`config.mk`:
```
export PLATFORM = sky130hd
export DESIGN_NAME = mem_arbiter
export DESIGN_NICKNAME = d
export VERILOG_FILES = /design/src/rtl/mem_arbiter.sv
export SDC_FILE = /design/constraint.sdc
export NUM_CORES = 1
export LEC_CHECK = 0
export BUFFER_PORTS_ARGS = -buffer_cell sky130_fd_sc_hd__buf_2
export CAP_MARGIN = 10
export CORE_MARGIN = 3
export CORE_UTILIZATION = 34
export DETAILED_ROUTE_END_ITERATION = 16
export SETUP_SLACK_MARGIN = 0.15
export SLEW_MARGIN = 0
export SYNTH_ARGS = -nofsm -noshare
export SYNTH_HDL_FRONTEND = slang
export SYNTH_SLANG_ARGS = --single-unit
```
`constraint.sdc`:
```
create_clock -name clk -period 1.7 [get_ports clk]
set_input_delay 0.255 -clock clk [delete_from_list [all_inputs] [get_ports clk]]
set_output_delay 0.255 -clock clk [all_outputs]
set_load 0.01 [all_outputs]
```
`src/rtl/mem_arbiter.sv`:
```
`default_nettype none
// ============================================================================
// Module   : mem_arbiter
// Purpose  : Two-port round-robin arbiter/sequencer for a single-port memory.
//            Port 0 is instruction fetch, port 1 is data load/store. Each
//            access is latched, driven to the memory for one cycle (GRANT)
//            and acknowledged in the following cycle (DONE) with registered
//            read data. One access every three cycles.
//
// Ports    : clk, rst           - clock, synchronous active-high reset
//            pN_req/we/addr/wdata - requester N inputs (held until pN_ack)
//            pN_ack             - one-cycle completion pulse
//            pN_rdata           - read data, held until the next port-N read
//            pN_err             - out-of-range pulse alongside pN_ack
//            mem_addr/mem_data_in/mem_we - memory drive, only non-zero in GRANT
//            mem_data_out       - memory read data (combinational from mem_addr)
//            busy               - high while an access is in flight
//
// Config   : `define MEM_ARB_RANGE_CHECK_EN enables the address range check
//            (addresses >= DEPTH are not written, read as 0 and flag err).
//            Without it pN_err stay 0 and every address passes through.
//
// Revision : 1.0 - initial release
// ============================================================================
module mem_arbiter #(
    parameter int DATA_W = 16,
    parameter int ADDR_W = 16,
    parameter int DEPTH  = 256
) (
    input  logic              clk,
    input  logic              rst,

    input  logic              p0_req,
    input  logic              p0_we,
    input  logic [ADDR_W-1:0] p0_addr,
    input  logic [DATA_W-1:0] p0_wdata,
    output logic              p0_ack,
    output logic [DATA_W-1:0] p0_rdata,
    output logic              p0_err,

    input  logic              p1_req,
    input  logic              p1_we,
    input  logic [ADDR_W-1:0] p1_addr,
    input  logic [DATA_W-1:0] p1_wdata,
    output logic              p1_ack,
    output logic [DATA_W-1:0] p1_rdata,
    output logic              p1_err,

    output logic [ADDR_W-1:0] mem_addr,
    output logic [DATA_W-1:0] mem_data_in,
    output logic              mem_we,
    input  logic [DATA_W-1:0] mem_data_out,

    output logic              busy
);

`ifdef MEM_ARB_RANGE_CHECK_EN
    localparam logic c_RANGE_EN = 1'b1;
`else
    localparam logic c_RANGE_EN = 1'b0;
`endif

    localparam logic [31:0] c_DEPTH = DEPTH;

    typedef enum logic [1:0] {
        S_IDLE  = 2'd0,
        S_GRANT = 2'd1,
        S_DONE  = 2'd2
    } state_t;

    state_t              r_state;
    logic                r_last_grant;   // port served most recently
    logic                r_lat_id;       // port owning the current access
    logic                r_lat_we;
    logic [ADDR_W-1:0]   r_lat_addr;
    logic [DATA_W-1:0]   r_lat_wdata;
    logic                r_p0_ack;
    logic                r_p1_ack;
    logic                r_p0_err;
    logic                r_p1_err;
    logic [DATA_W-1:0]   r_p0_rdata;
    logic [DATA_W-1:0]   r_p1_rdata;

    logic                w_grant;
    logic                w_win;          // arbitration winner in IDLE
    logic                w_oob;          // latched address outside memory
    logic [DATA_W-1:0]   w_rdata;

    // A lone requester wins; on a tie the port not served last time wins.
    assign w_win   = (p0_req && p1_req) ? ~r_last_grant : p1_req;

    // Constant-folds to 0 when the range check is compiled out.
    assign w_oob   = c_RANGE_EN && (32'(r_lat_addr) >= c_DEPTH);

    assign w_rdata = w_oob ? '0 : mem_data_out;

    // Memory drive is decoded from the GRANT state so a reset asserted in
    // GRANT still lets that cycle's write land on the reset edge.
    assign w_grant     = (r_state == S_GRANT);
    assign mem_addr    = w_grant ? r_lat_addr  : '0;
    assign mem_data_in = w_grant ? r_lat_wdata : '0;
    assign mem_we      = w_grant & r_lat_we & ~w_oob;
    assign busy        = (r_state != S_IDLE);

    assign p0_ack   = r_p0_ack;
    assign p1_ack   = r_p1_ack;
    assign p0_err   = r_p0_err;
    assign p1_err   = r_p1_err;
    assign p0_rdata = r_p0_rdata;
    assign p1_rdata = r_p1_rdata;

    always_ff @(posedge clk) begin
        if (rst) begin
            r_state      <= S_IDLE;
            r_last_grant <= 1'b1;
            r_lat_id     <= 1'b0;
            r_lat_we     <= 1'b0;
            r_lat_addr   <= '0;
            r_lat_wdata  <= '0;
            r_p0_ack     <= 1'b0;
            r_p1_ack     <= 1'b0;
            r_p0_err     <= 1'b0;
            r_p1_err     <= 1'b0;
            r_p0_rdata   <= '0;
            r_p1_rdata   <= '0;
        end else begin
            // Acks and errors are single-cycle pulses.
            r_p0_ack <= 1'b0;
            r_p1_ack <= 1'b0;
            r_p0_err <= 1'b0;
            r_p1_err <= 1'b0;

            case (r_state)
                S_IDLE: begin
                    if (p0_req || p1_req) begin
                        r_lat_id     <= w_win;
                        r_last_grant <= w_win;
                        r_lat_we     <= w_win ? p1_we    : p0_we;
                        r_lat_addr   <= w_win ? p1_addr  : p0_addr;
                        r_lat_wdata  <= w_win ? p1_wdata : p0_wdata;
                        r_state      <= S_GRANT;
                    end
                end

                S_GRANT: begin
                    if (r_lat_id == 1'b0) begin
                        r_p0_ack <= 1'b1;
                        r_p0_err <= w_oob;
                        if (!r_lat_we) begin
                            r_p0_rdata <= w_rdata;
                        end
                    end else begin
                        r_p1_ack <= 1'b1;
                        r_p1_err <= w_oob;
                        if (!r_lat_we) begin
                            r_p1_rdata <= w_rdata;
                        end
                    end
                    r_state <= S_DONE;
                end

                // Requests are ignored here; the requester sees its ack
                // during this cycle and may drop or change req.
                S_DONE: begin
                    r_state <= S_IDLE;
                end

                default: begin
                    r_state <= S_IDLE;
                end
            endcase
        end
    end

endmodule
`default_nettype wire
```
Yosys cells after proc, flatten, opt, wreduce, memory -nomap -nowiden

Cells that the tools add are included.

Bits in registers: 71
Output and inout port bits: 70
Input bits: 86
Logic and storage cells: 35

Equal/unequal tests: 2
Muxes and demuxes: 10
Bitwise gates (word level): 5
Reductions and logical operators: 8

Operators by type and width:

| operator                                                               | count |
|---|---|
| 16-bit 2-to-1 mux                                                      | 4 |
| 3-bit AND reduction                                                    | 2 |
| 1-bit 2-to-1 mux                                                       | 4 |
| 1-bit inverter                                                         | 4 |
| 2-bit case mux with 2 select lines                                     | 1 |
| 2-bit by 1-bit equality test with 1-bit output (second input constant) | 1 |
| 2-bit zero test                                                        | 1 |
| 2-bit 2-to-1 mux                                                       | 1 |
| 2-bit != test (second input constant)                                  | 1 |
| 2-bit AND reduction                                                    | 1 |
| 2-bit nonzero test                                                     | 1 |
| 2-bit OR reduction                                                     | 1 |
| 1-bit AND                                                              | 1 |
| 1-bit logical AND                                                      | 1 |
| 1-bit logical OR                                                       | 1 |

Depth between registers and ports, before layout

Gate-level depths: netlist of the first run.

Word-level depth: 3
Depth in mapped cells: 5
Gate-level depth less buffers: 4

Least setup slack after synthesis of the first run

OpenSTA, ideal clock, no wires.

Path type: register -> register
Start: register r_lat_we
End: register r_p0_rdata[10], in the netlist p0_rdata[10]
Arrival time: 1,232 ps
Stages on the path, launching flop included: 6
Period minus slack after synthesis: 1,364 ps
Slack: 336 ps
Data required time: 1,568 ps
Path through: dfxtp_1 > or4b_1 > buf_2 > buf_6 > nand2_1 > a21oi_1

Word-level cells in the longest chain between the ends: 2

RTL lines:

| what                                 | line | RTL |
|---|---|---|
| start, declared                      | 74   | `logic r_lat_we;` |
| start signal, assigned               | 138  | `r_lat_we <= w_win ? p1_we : p0_we;` |
| 1-bit inverter (no source line)      | n/a  |  |
| 3-bit AND reduction (no source line) | n/a  |  |
| end signal, assigned                 | 150  | `r_p0_rdata <= w_rdata;` |
| end, declared                        | 81   | `logic [DATA_W-1:0] r_p0_rdata;` |

No other way between the ends.
A chain may end at the register's enable or synchronous reset.

Final worst setup path of the first run

Start: register r_state[0]
End: output port mem_addr[2]

Word-level cells in the longest chain between the ends: 2

RTL lines:

| what                                           | line | RTL |
|---|---|---|
| start, declared                                | 71   | `state_t r_state;` |
| start signal, assigned                         | 114  | `r_state <= S_IDLE;` |
| start signal, assigned                         | 141  | `r_state <= S_GRANT;` |
| start signal, assigned                         | 159  | `r_state <= S_DONE;` |
| 2-bit by 1-bit equality test with 1-bit output | 99   | `assign w_grant = (r_state == S_GRANT);` |
| 16-bit 2-to-1 mux                              | 100  | `assign mem_addr = w_grant ? r_lat_addr : '0;` |
| end, declared                                  | 49   | `output logic [ADDR_W-1:0] mem_addr,` |

No other way between the ends.

==> results.md, run 1 <==
* Register-to-Register Path Depth at 5
* DP Worst Slack at 213.8 ps
* Leak at 0.002085 uW
* Met3 Routed Length at 944 um
* Global route total overflow at 0
* Worst-Skew Late Latency at 350 ps
* Register bit total from synthesis at 71
* Total GRT Usage at 18.64%
* Synthesized instance count at 392
* HPWL after DPL at 6.381 mm
* Fin crit share at 94.65%
* Number of CTS-inserted buffers at 9
* Sum Neg Setup Slack at 0 ps
* H-tree levels at 3
* CP Capture Type: output pin
* First-pass GRT wire length at 15.30 mm
* Max_slew headroom at 55.22%
* Worst Path Arrival at 1350 ps
* Fin. Hold Viols at 0
* Synth Area in Compound Gates at 21.06%
* Min cycle time layout at 1609 ps
* Diode count at 0
* Hold_buf cts at 0
* Via count at 3,309
* Die Width at 101.3 um
* Wire per inst at 14.83 um
* Final cell count without fillers at 658
* Critical path type: flop to output pin
* Register area share after synthesis at 46.01%
* Final Util at 52.31%
* Synth-to-Final Area Change at 48.40%
* Cell count after placement at 634
* Core footprint at 0.008763 sq mm
* Startpoint Class: flop
* Layout cells sized above 1 at 42.91%
* Layout fillers at 858
* Worst-path clk slew at 90 ps
* Critical path fanouts, max at 5
* Multi-input gate area at 0.001568 sq mm
* Actual slew at the worst max-slew pin at 671.7 ps
* Initial cell density of the core at 35.25%
* Fmax at 0.6215 GHz
* Adder-Cell Fraction of Synth Area at 0%
* Vias in the first global route at 3,188
* Most frequent cells in the layout: nand2_1, buf_2, dfxtp_1, a21oi_1, buf_6
* Gpl congestion at 0.7681
* Initial antenna violation count at 0
* Nets@finish at 631
* Area share of and/or/nand/nor cells after synthesis at 26.53%
* Drt drc at 0
* Routed Antenna Nets at 0
* Yosys warning count at 0
* Yosys cell types at 27
* Critical Path RT at 1440 ps
* TritonRoute pass-1 iters at 4
* WL met2 at 4.464 mm
* Height of the die at 101.3 um
* Mux contribution to synthesized area at 0%
* Hold path depth at 3
* Mapped Area at 0.003089 sq mm
* Clock Sinks at 71
* Unrepaired setup endpoints after global routing: yes
* PwrDens at 937.9 mW/mm^2
* Max-slew violations at 0
* HP Class: primary input to flop
* IO buf count at 153
* HP Start: mem_data_out[14]
* R2R Setup Slk at 240 ps
* Root Driver: clkbuf_8
* Syn avg cell area at 7.881 sq um
* FP Rows at 34
* Worst r2r src: r_state[1]
* Clock Path Buffers at 2
* Outcome: finished, final reports clean
* Design Power at 4300 uW
* Via density per instance at 5.029
* Post-Synth XOR/XNOR Area at 0%
* WL met1 at 4.244 mm
* Max-cap violations at 0
* Full die area at 0.01027 sq mm
* Largest net degree at the start of global routing at 35
* Top sig layer: met4
* Starting DRC count in detailed routing at 143
* Commonest non-fill, non-tap cell in the layout: nand2_1
* PnR worst setup slack at 91.00 ps
* Peak supply drop at 0.0003888 V
* R2R Path End: p0_rdata[1]
* WL final at 9.755 mm
* Clock Skew at 11.33 ps
* IO Pins at 156
* CTS tree: done
* Final number of setup-violating endpoints at 0
* Register Area at 0.001429 sq mm
* Largest family of logic cells by synthesized area: simple AND/OR/NAND/NOR gates
* Hold EP: p0_rdata[14]
-- how the worst max path moves through the flow --
stage,startpoint,end,slack (ps),cells after the start
floorplan,r_lat_we,p0_rdata[10],340,5
global placement,p0_req,r_lat_we,270,4
detailed placement,p0_req,r_lat_wdata[11],210,4
CTS,r_state[0],mem_data_in[15],80,5
global route,r_state[0],mem_data_in[9],20,5
finish,r_state[0],mem_addr[2],90,5
-- timing repair --
action / CTS / global route
pin swaps: 22 / 7
setup buffers: 4 / 0
hold endpoints to repair: 0 / 0
gates resized for setup: 56 / 26
endpoints found under the setup margin: 33 / 39
gates cloned: 4 / 0
-- area by class of cell --
cell class,count,area share [%]
clock buffer,9,2.702
clock inverter,7,2.238
inverter,1,0.08188
multi-input combinational,284,34.20
sequential,71,31.17
tap,108,2.948
timing repair buffer,178,26.66
-- sequential cells by signal, indices dropped and copies added, names as in the netlist --
name and flops:
p1_rdata 16, r_lat_wdata 16, p1_ack 1, r_last_grant 1, p0_ack 1, r_state 2, r_lat_addr 16, p0_rdata 16
r_lat_we 1, r_lat_id 1
-- metal layers --
layer	up-vias	GRT usage, %
met3	11	4.545
met2	147	29.98
li1	1639	-
met1	1512	24.62
met4	0	6.033
met5	-	0
-- synth_stat cells --
| library cell | instances | area, sq um |
|---|---|---|
| nand2_1 | 130 | 488.0 |
| dfxtp_1 | 71 | 1421 |
| a21oi_1 | 66 | 330.3 |
| and2_1 | 34 | 212.7 |
| a311oi_1 | 33 | 289.0 |
| buf_2 | 18 | 90.09 |
| clkbuf_1 | 11 | 41.29 |
| buf_4 | 5 | 37.54 |
| clkbuf_2 | 2 | 10.01 |
| nor2_1 | 2 | 7.510 |
| nor2_2 | 2 | 12.51 |
| nor3_1 | 2 | 10.01 |
| o21ai_0 | 2 | 10.01 |
| a21bo_2 | 1 | 10.01 |
| a21boi_2 | 1 | 11.26 |
| and4bb_2 | 1 | 12.51 |
| buf_6 | 1 | 11.26 |
| conb_1 | 1 | 3.750 |
| inv_2 | 1 | 3.750 |
| nand2b_1 | 1 | 6.260 |
| nand3_1 | 1 | 5.000 |
| nand3b_1 | 1 | 7.510 |
| nand4bb_1 | 1 | 11.26 |
| nor2b_1 | 1 | 6.260 |
| nor4b_4 | 1 | 23.77 |
| or2_2 | 1 | 6.260 |
| or4b_1 | 1 | 10.01 |
-- critical path: stages (launching register included) --
cell	delay, ps
dfxtp_4	350
nor2b_4	170
buf_12	140
buf_6	110
and2_1	120
buf_2	130
-- cells by family after synthesis --
logic type	Yosys count
AO/OA/AOI/OAI	103
flip-flops	71
AND/OR/NAND/NOR	179
buffers and inverters	38
other	1
-- report_power, final --
group          switching, uW  leakage [uW]  internal (uW)
registers               73.0      0.000584           1790
logic                    451       0.00139            427
clock network            711      0.000111            845
-- per-stage QoR --
step	instance area, sq um	hold slack, ps
global route	4584	135.8
CTS	4471	131.8
floorplan	3093	391.0
finish	4584	146.3
detailed placement	3959	443.5
global placement	3959	438.6
(Power assumes the default switching activity.)
==> run 2, diff against run 1 <==
--- a/config.mk
+++ b/config.mk
@@ -7,7 +7,7 @@
 export LEC_CHECK = 0
 export BUFFER_PORTS_ARGS = -buffer_cell sky130_fd_sc_hd__buf_2
 export CAP_MARGIN = 10
-export CORE_MARGIN = 3
+export CORE_MARGIN = 2
 export CORE_UTILIZATION = 34
 export DETAILED_ROUTE_END_ITERATION = 16
 export SETUP_SLACK_MARGIN = 0.15
==> run 2 against run 1 <==
Compared with the run above: critical path depth is the same; worst setup slack got worse by 26 ps; clock-buffer cell count is the same; die area is 3.9% lower; hold slack got worse by 0.74 ps; combinational power is 2.9% higher; maximum frequency decreased by 1.6%; critical path type unchanged; final area up 0.11%; sequential power is essentially flat; wire length grew 0.13%; clock power shrank 19%; global-route usage up 0.55 points.
==> results.md, run 2 (synthesized netlist as in run 1, its figures left out) <==
* Outcome: finished, final reports clean (unchanged)
* Diode count at 0 (unchanged)
* Gpl congestion at 0.7990 (was 0.7681)
* Global route total overflow at 0 (unchanged)
* Critical path fanouts, max at 6 (was 5)
* WL final at 9.768 mm (was 9.755 mm)
* Initial antenna violation count at 0 (unchanged)
* Cell count after placement at 633 (was 634)
* Min cycle time layout at 1635 ps (was 1609 ps)
* Fmax at 0.6115 GHz (was 0.6215 GHz)
* Clock Path Buffers at 2 (unchanged)
* Register-to-Register Path Depth at 5 (unchanged)
* Critical Path RT at 1440 ps (about the same)
* Vias in the first global route at 3,065 (was 3,188)
* Fin. Hold Viols at 0 (unchanged)
* Layout cells sized above 1 at 43.12% (was 42.91%)
* Initial cell density of the core at 35.25% (unchanged)
* Height of the die at 99.32 um (was 101.3 um)
* R2R Path End: p0_rdata[11] (was p0_rdata[1])
* First-pass GRT wire length at 15.08 mm (was 15.30 mm)
* Clock Sinks at 71 (unchanged)
* Final number of setup-violating endpoints at 0 (unchanged)
* Max-cap violations at 0 (unchanged)
* Worst-Skew Late Latency at 350 ps (about the same)
* Nets@finish at 633 (was 631)
* Wire per inst at 14.80 um (was 14.83 um)
* Full die area at 0.009864 sq mm (was 0.01027 sq mm)
* Hold EP: p0_rdata[10] (was p0_rdata[14])
* HPWL after DPL at 6.436 mm (was 6.381 mm)
* Drt drc at 0 (unchanged)
* H-tree levels at 3 (unchanged)
* Die Width at 99.32 um (was 101.3 um)
* Unrepaired setup endpoints after global routing: yes (unchanged)
* FP Rows at 34 (unchanged)
* Fin crit share at 96.19% (was 94.65%)
* Starting DRC count in detailed routing at 140 (was 143)
* TritonRoute pass-1 iters at 4 (unchanged)
* CP Capture Type: output pin (unchanged)
* Worst Path Arrival at 1380 ps (was 1350 ps)
* Worst-path clk slew at 90 ps (about the same)
* IO buf count at 153 (unchanged)
* Max-slew violations at 0 (unchanged)
* Most frequent cells in the layout: nand2_1, buf_2, dfxtp_1, a21oi_1, buf_6 (unchanged)
* Synth-to-Final Area Change at 48.56% (was 48.40%)
* IO Pins at 156 (unchanged)
* HP Start: mem_data_out[10] (was mem_data_out[14])
* Via count at 3,319 (was 3,309)
* Worst r2r src: r_state[1] (unchanged)
* Total GRT Usage at 19.20% (was 18.64%)
* Max_slew headroom at 55.55% (was 55.22%)
* Actual slew at the worst max-slew pin at 666.8 ps (was 671.7 ps)
* Critical path type: flop to output pin (unchanged)
* Hold_buf cts at 0 (unchanged)
* Sum Neg Setup Slack at 0 ps (unchanged)
* Core footprint at 0.008763 sq mm (unchanged)
* Leak at 0.002077 uW (was 0.002085 uW)
* Root Driver: clkbuf_8 (unchanged)
* Startpoint Class: flop (unchanged)
* Final cell count without fillers at 660 (was 658)
* HP Class: primary input to flop (unchanged)
* R2R Setup Slk at 220 ps (was 240 ps)
* Routed Antenna Nets at 0 (unchanged)
* Peak supply drop at 0.0004669 V (was 0.0003888 V)
* Via density per instance at 5.029 (about the same)
* PwrDens at 879.9 mW/mm^2 (was 937.9 mW/mm^2)
* Number of CTS-inserted buffers at 9 (unchanged)
* Commonest non-fill, non-tap cell in the layout: nand2_1 (unchanged)
* Final Util at 52.37% (was 52.31%)
* Clock Skew at 11.55 ps (was 11.33 ps)
* CTS tree: done (unchanged)
* Largest net degree at the start of global routing at 35 (unchanged)
* Hold path depth at 3 (unchanged)
## run 2: cell types whose count changed in the layout (fill, tap and decap cells not counted), sizes merged
cell / before / now
clkinv: 1 / 0
inv: 4 / 5
clkinvlp: 1 / 3
bufinv: 2 / 0
buf: 178 / 180
## run 2: final cells by class
class                           instances  area, sq um
Clock buffer                            9        123.9
Inverter                                1        6.256
Tap cell                              108        135.1
Clock inverter                          7        60.06
Sequential cell                        71         1429
Multi-Input combinational cell        284         1568
Fill cell                             857         4174
Timing Repair Buffer                  180         1267
## run 2: how the worst max path moves through the flow
stage / end / cells past startpoint / startpoint
3_3_place_gp: mem_addr[12] / 4 / r_state[0]
4_1_cts: mem_addr[12] / 5 / r_state[0]
3_5_place_dp: r_lat_wdata[3] / 4 / p0_req
2_1_floorplan: p0_rdata[10] / 5 / r_lat_we
5_1_grt: mem_addr[12] / 5 / r_state[1]
6_report: mem_addr[12] / 5 / r_state[1]
## run 2: worst max-delay path, cell delays in order, from the launching register on
cell	delay (ps)
dfxtp_4	380
nor2b_4	140
buf_12	140
buf_8	120
and2_4	150
buf_6	100
## run 2: repair_timing
item | CTS | global route
buffers inserted | 4 | 3
cloned | 4 | 0
hold endpoints to repair | 0 | 0
endpoints found under the setup margin | 34 | 35
pin swaps | 28 | 5
resized for setup | 65 | 22
## run 2: report_power, final
group | internal [uW] | total [uW] | switching [uW]
clock | 554 | 1260 | 708
sequential | 1790 | 1870 | 80.2
combinational | 447 | 902 | 455
## run 2: per-layer routing
layer | vias to the layer above | share of wire [%] | global-route usage, %
met5 | - | 0 | 0
met4 | 0 | 0.89 | 4.426
met3 | 6 | 7.3 | 5.692
met2 | 134 | 48 | 31.24
met1 | 1542 | 44 | 25.23
li1 | 1637 | - | -
## run 2: stage by stage
step	hold slack (ps)	setup WS [ps]	power [uW]	cell area, sq um
6_report	145.6	64.79	4038	4589
5_1_grt	127.1	-18.81	4267	4589
4_1_cts	127.9	61.73	4047	4477
3_5_place_dp	445.1	214.1	2646	3964
3_3_place_gp	438.7	258.6	2629	3964
2_1_floorplan	391.0	335.7	2335	3093
==> run 3, diff against run 2 <==
--- a/config.mk
+++ b/config.mk
@@ -7,9 +7,10 @@
 export LEC_CHECK = 0
 export BUFFER_PORTS_ARGS = -buffer_cell sky130_fd_sc_hd__buf_2
 export CAP_MARGIN = 10
-export CORE_MARGIN = 2
-export CORE_UTILIZATION = 34
+export CORE_MARGIN = 4
+export CORE_UTILIZATION = 45
 export DETAILED_ROUTE_END_ITERATION = 16
+export PLACE_DENSITY = 0.79
 export SETUP_SLACK_MARGIN = 0.15
 export SLEW_MARGIN = 0
 export SYNTH_ARGS = -nofsm -noshare
==> run 3 against run 2 <==
Compared with the run above: critical path depth unchanged; non-clock buffer count down 4; hold slack better by 31 ps; sequential cell count unchanged; register-to-register slack better by 80 ps; clock power up 13%; clock skew down 4.5 ps; global-route usage up 1.8 points; first-iteration DRC count up 24%; final cell count down 5.3%; utilization up 18 points; final area down 0.79%; critical path type unchanged; largest cell class unchanged.
==> results.md, run 3 (synthesized netlist as in run 1, its figures left out) <==
* Clock Skew at 7.086 ps (was 11.55 ps)
* Design Power at 4185 uW (was 4038 uW)
* Startpoint Class: flop (unchanged)
* IO Pins at 156 (unchanged)
* First-pass GRT wire length at 14.46 mm (was 15.08 mm)
* Min cycle time layout at 1615 ps (was 1635 ps)
* Max-cap violations at 0 (unchanged)
* Largest net degree at the start of global routing at 35 (unchanged)
* Most frequent cells in the layout: nand2_1, buf_2, dfxtp_1, a21oi_1, buf_6 (unchanged)
* TritonRoute pass-1 iters at 4 (unchanged)
* Worst Path Arrival at 1360 ps (was 1380 ps)
* Cell count after placement at 603 (was 633)
* Die Width at 90.86 um (was 99.32 um)
* Fin. Hold Viols at 0 (unchanged)
* FP Rows at 29 (was 34)
* WL final at 9.565 mm (was 9.768 mm)
* Initial antenna violation count at 0 (unchanged)
* Actual slew at the worst max-slew pin at 636.1 ps (was 666.8 ps)
* Final cell count without fillers at 625 (was 660)
* H-tree levels at 3 (unchanged)
* Height of the die at 90.86 um (was 99.32 um)
* Diode count at 0 (unchanged)
* Commonest non-fill, non-tap cell in the layout: nand2_1 (unchanged)
* Vias in the first global route at 3,222 (was 3,065)
* Global route total overflow at 0 (unchanged)
* Gpl congestion at 0.7658 (was 0.7990)
* Sum Neg Setup Slack at 0 ps (unchanged)
* IO buf count at 153 (unchanged)
* Hold_buf cts at 0 (unchanged)
* Via density per instance at 5.309 (was 5.029)
* Cell family with most CP delay: buffers and inverters (was flip-flops)
* Routed Antenna Nets at 0 (unchanged)
* HP Class: primary input to flop (unchanged)
* Critical Path RT at 1440 ps (about the same)
* Final Util at 70.10% (was 52.37%)
* CTS tree: done (unchanged)
* Full die area at 0.008255 sq mm (was 0.009864 sq mm)
* Number of CTS-inserted buffers at 9 (unchanged)
* Critical path depth at 5 (unchanged)
* Cell Chain, Critical Path: nor2b_4 > buf_12 > clkbuf_16 > and2_4 > buf_6 (was nor2b_4 > buf_12 > buf_8 > and2_4 > buf_6)
* Wire per inst at 15.30 um (was 14.80 um)
* Critical path type: flop to output pin (unchanged)
* Via count at 3,318 (was 3,319)
* Worst-path clk slew at 70 ps (was 90 ps)
* PwrDens at 919.1 mW/mm^2 (was 879.9 mW/mm^2)
* Outcome: finished, final reports clean (unchanged)
* Unrepaired setup endpoints after global routing: yes (unchanged)
* Layout cells sized above 1 at 42.88% (was 43.12%)
* Final number of setup-violating endpoints at 0 (unchanged)
* Slowest cell on crit path: dfxtp_4 (unchanged)
* Total GRT Usage at 21.00% (was 19.20%)
* CP bufs+invs at 3 (unchanged)
* Synth-to-Final Area Change at 47.39% (was 48.56%)
* Clock Path Buffers at 2 (unchanged)
* Root Driver: clkbuf_8 (unchanged)
* Initial cell density of the core at 47.56% (was 35.25%)
* Worst-Skew Late Latency at 320 ps (was 350 ps)
* Register-to-Register Path Depth at 4 (was 5)
* Nets@finish at 629 (was 633)
* Starting DRC count in detailed routing at 173 (was 140)
* Max_slew headroom at 57.59% (was 55.55%)
* CP Capture Type: output pin (unchanged)
* Clock Sinks at 71 (unchanged)
* Hold path depth at 3 (unchanged)
* Max-slew violations at 0 (unchanged)
* Leak at 0.002078 uW (was 0.002077 uW)
* CP max stage delay at 360 ps (was 380 ps)
* Fmax at 0.6191 GHz (was 0.6115 GHz)
* Fin crit share at 95.01% (was 96.19%)
* Critical path fanouts, max at 6 (unchanged)
* Core footprint at 0.006495 sq mm (was 0.008763 sq mm)
* HPWL after DPL at 6.389 mm (was 6.436 mm)
* Drt drc at 0 (unchanged)
* Peak supply drop at 0.0005078 V (was 0.0004669 V)
[run 3: changes by cell type in the layout (fill, tap and decap cells not counted), moves of 2 or more]
| cell | before | now |
|---|---|---|
| clkbuf_16 | 0 | 2 |
| and2_1 | 3 | 1 |
| inv_6 | 3 | 0 |
| and2_4 | 31 | 33 |
| bufinv_16 | 0 | 2 |
| clkinv_2 | 0 | 2 |
| buf_6 | 37 | 34 |
[run 3: through the flow]
| stage | hold WS [ps] | setup WS [ps] | area, sq um |
|---|---|---|---|
| final | 176.7 | 84.87 | 4553 |
| after global routing | 166.1 | 29.50 | 4553 |
| after CTS | 158.3 | 104.0 | 4154 |
| after detailed placement | 444.4 | 254.2 | 3920 |
| after global placement | 438.2 | 317.4 | 3920 |
| after floorplan | 391.0 | 335.7 | 3093 |
[run 3: path summary, 6_finish.rpt]
kind	start	endpoint	slack, ps
max	r_state[0]	mem_addr[14]	80
min	mem_data_out[7]	p1_rdata[7]	180
min reg2reg	p1_rdata[5]	p1_rdata[5]	450
max reg2reg	r_last_grant	r_lat_addr[2]	300
[run 3: worst reg2reg max path: cells and delay by family, from the launching register on]
kind | cells | cell delay (ps)
flops | 1 | 410
simple gates | 1 | 80
buf+inv | 1 | 200
compound gates | 2 | 610
[run 3: what timing repair did]
item,CTS,global route
buffers inserted,0,2
pin swaps,0,30
resized for setup,7,74
cloned,0,4
endpoints found under the setup margin,33,33
[run 3: metal layers]
| layer | wire length, um | GRT usage, % | up-vias |
|---|---|---|---|
| li1 | - | - | 1629 |
| met4 | 87 | 6.910 | 0 |
| met1 | 3930 | 26.04 | 1543 |
| met3 | 798 | 4.917 | 10 |
| met2 | 4749 | 35.82 | 136 |
| met5 | 0 | 0 | - |
[run 3: cell type report]
type,count,area [sq um]
Multi-Input combinational cell,284,1568
Clock buffer,10,127.6
Fill cell,532,1942
Timing Repair Buffer,176,1244
Inverter,1,3.754
Tap cell,77,96.34
Clock inverter,6,85.08
Sequential cell,71,1429
[run 3: report_power, final]
group	internal, uW	leakage (uW)	switching [uW]
sequential	1790	0.000584	76.7
combinational	434	0.00139	449
clock	822	0.000102	608
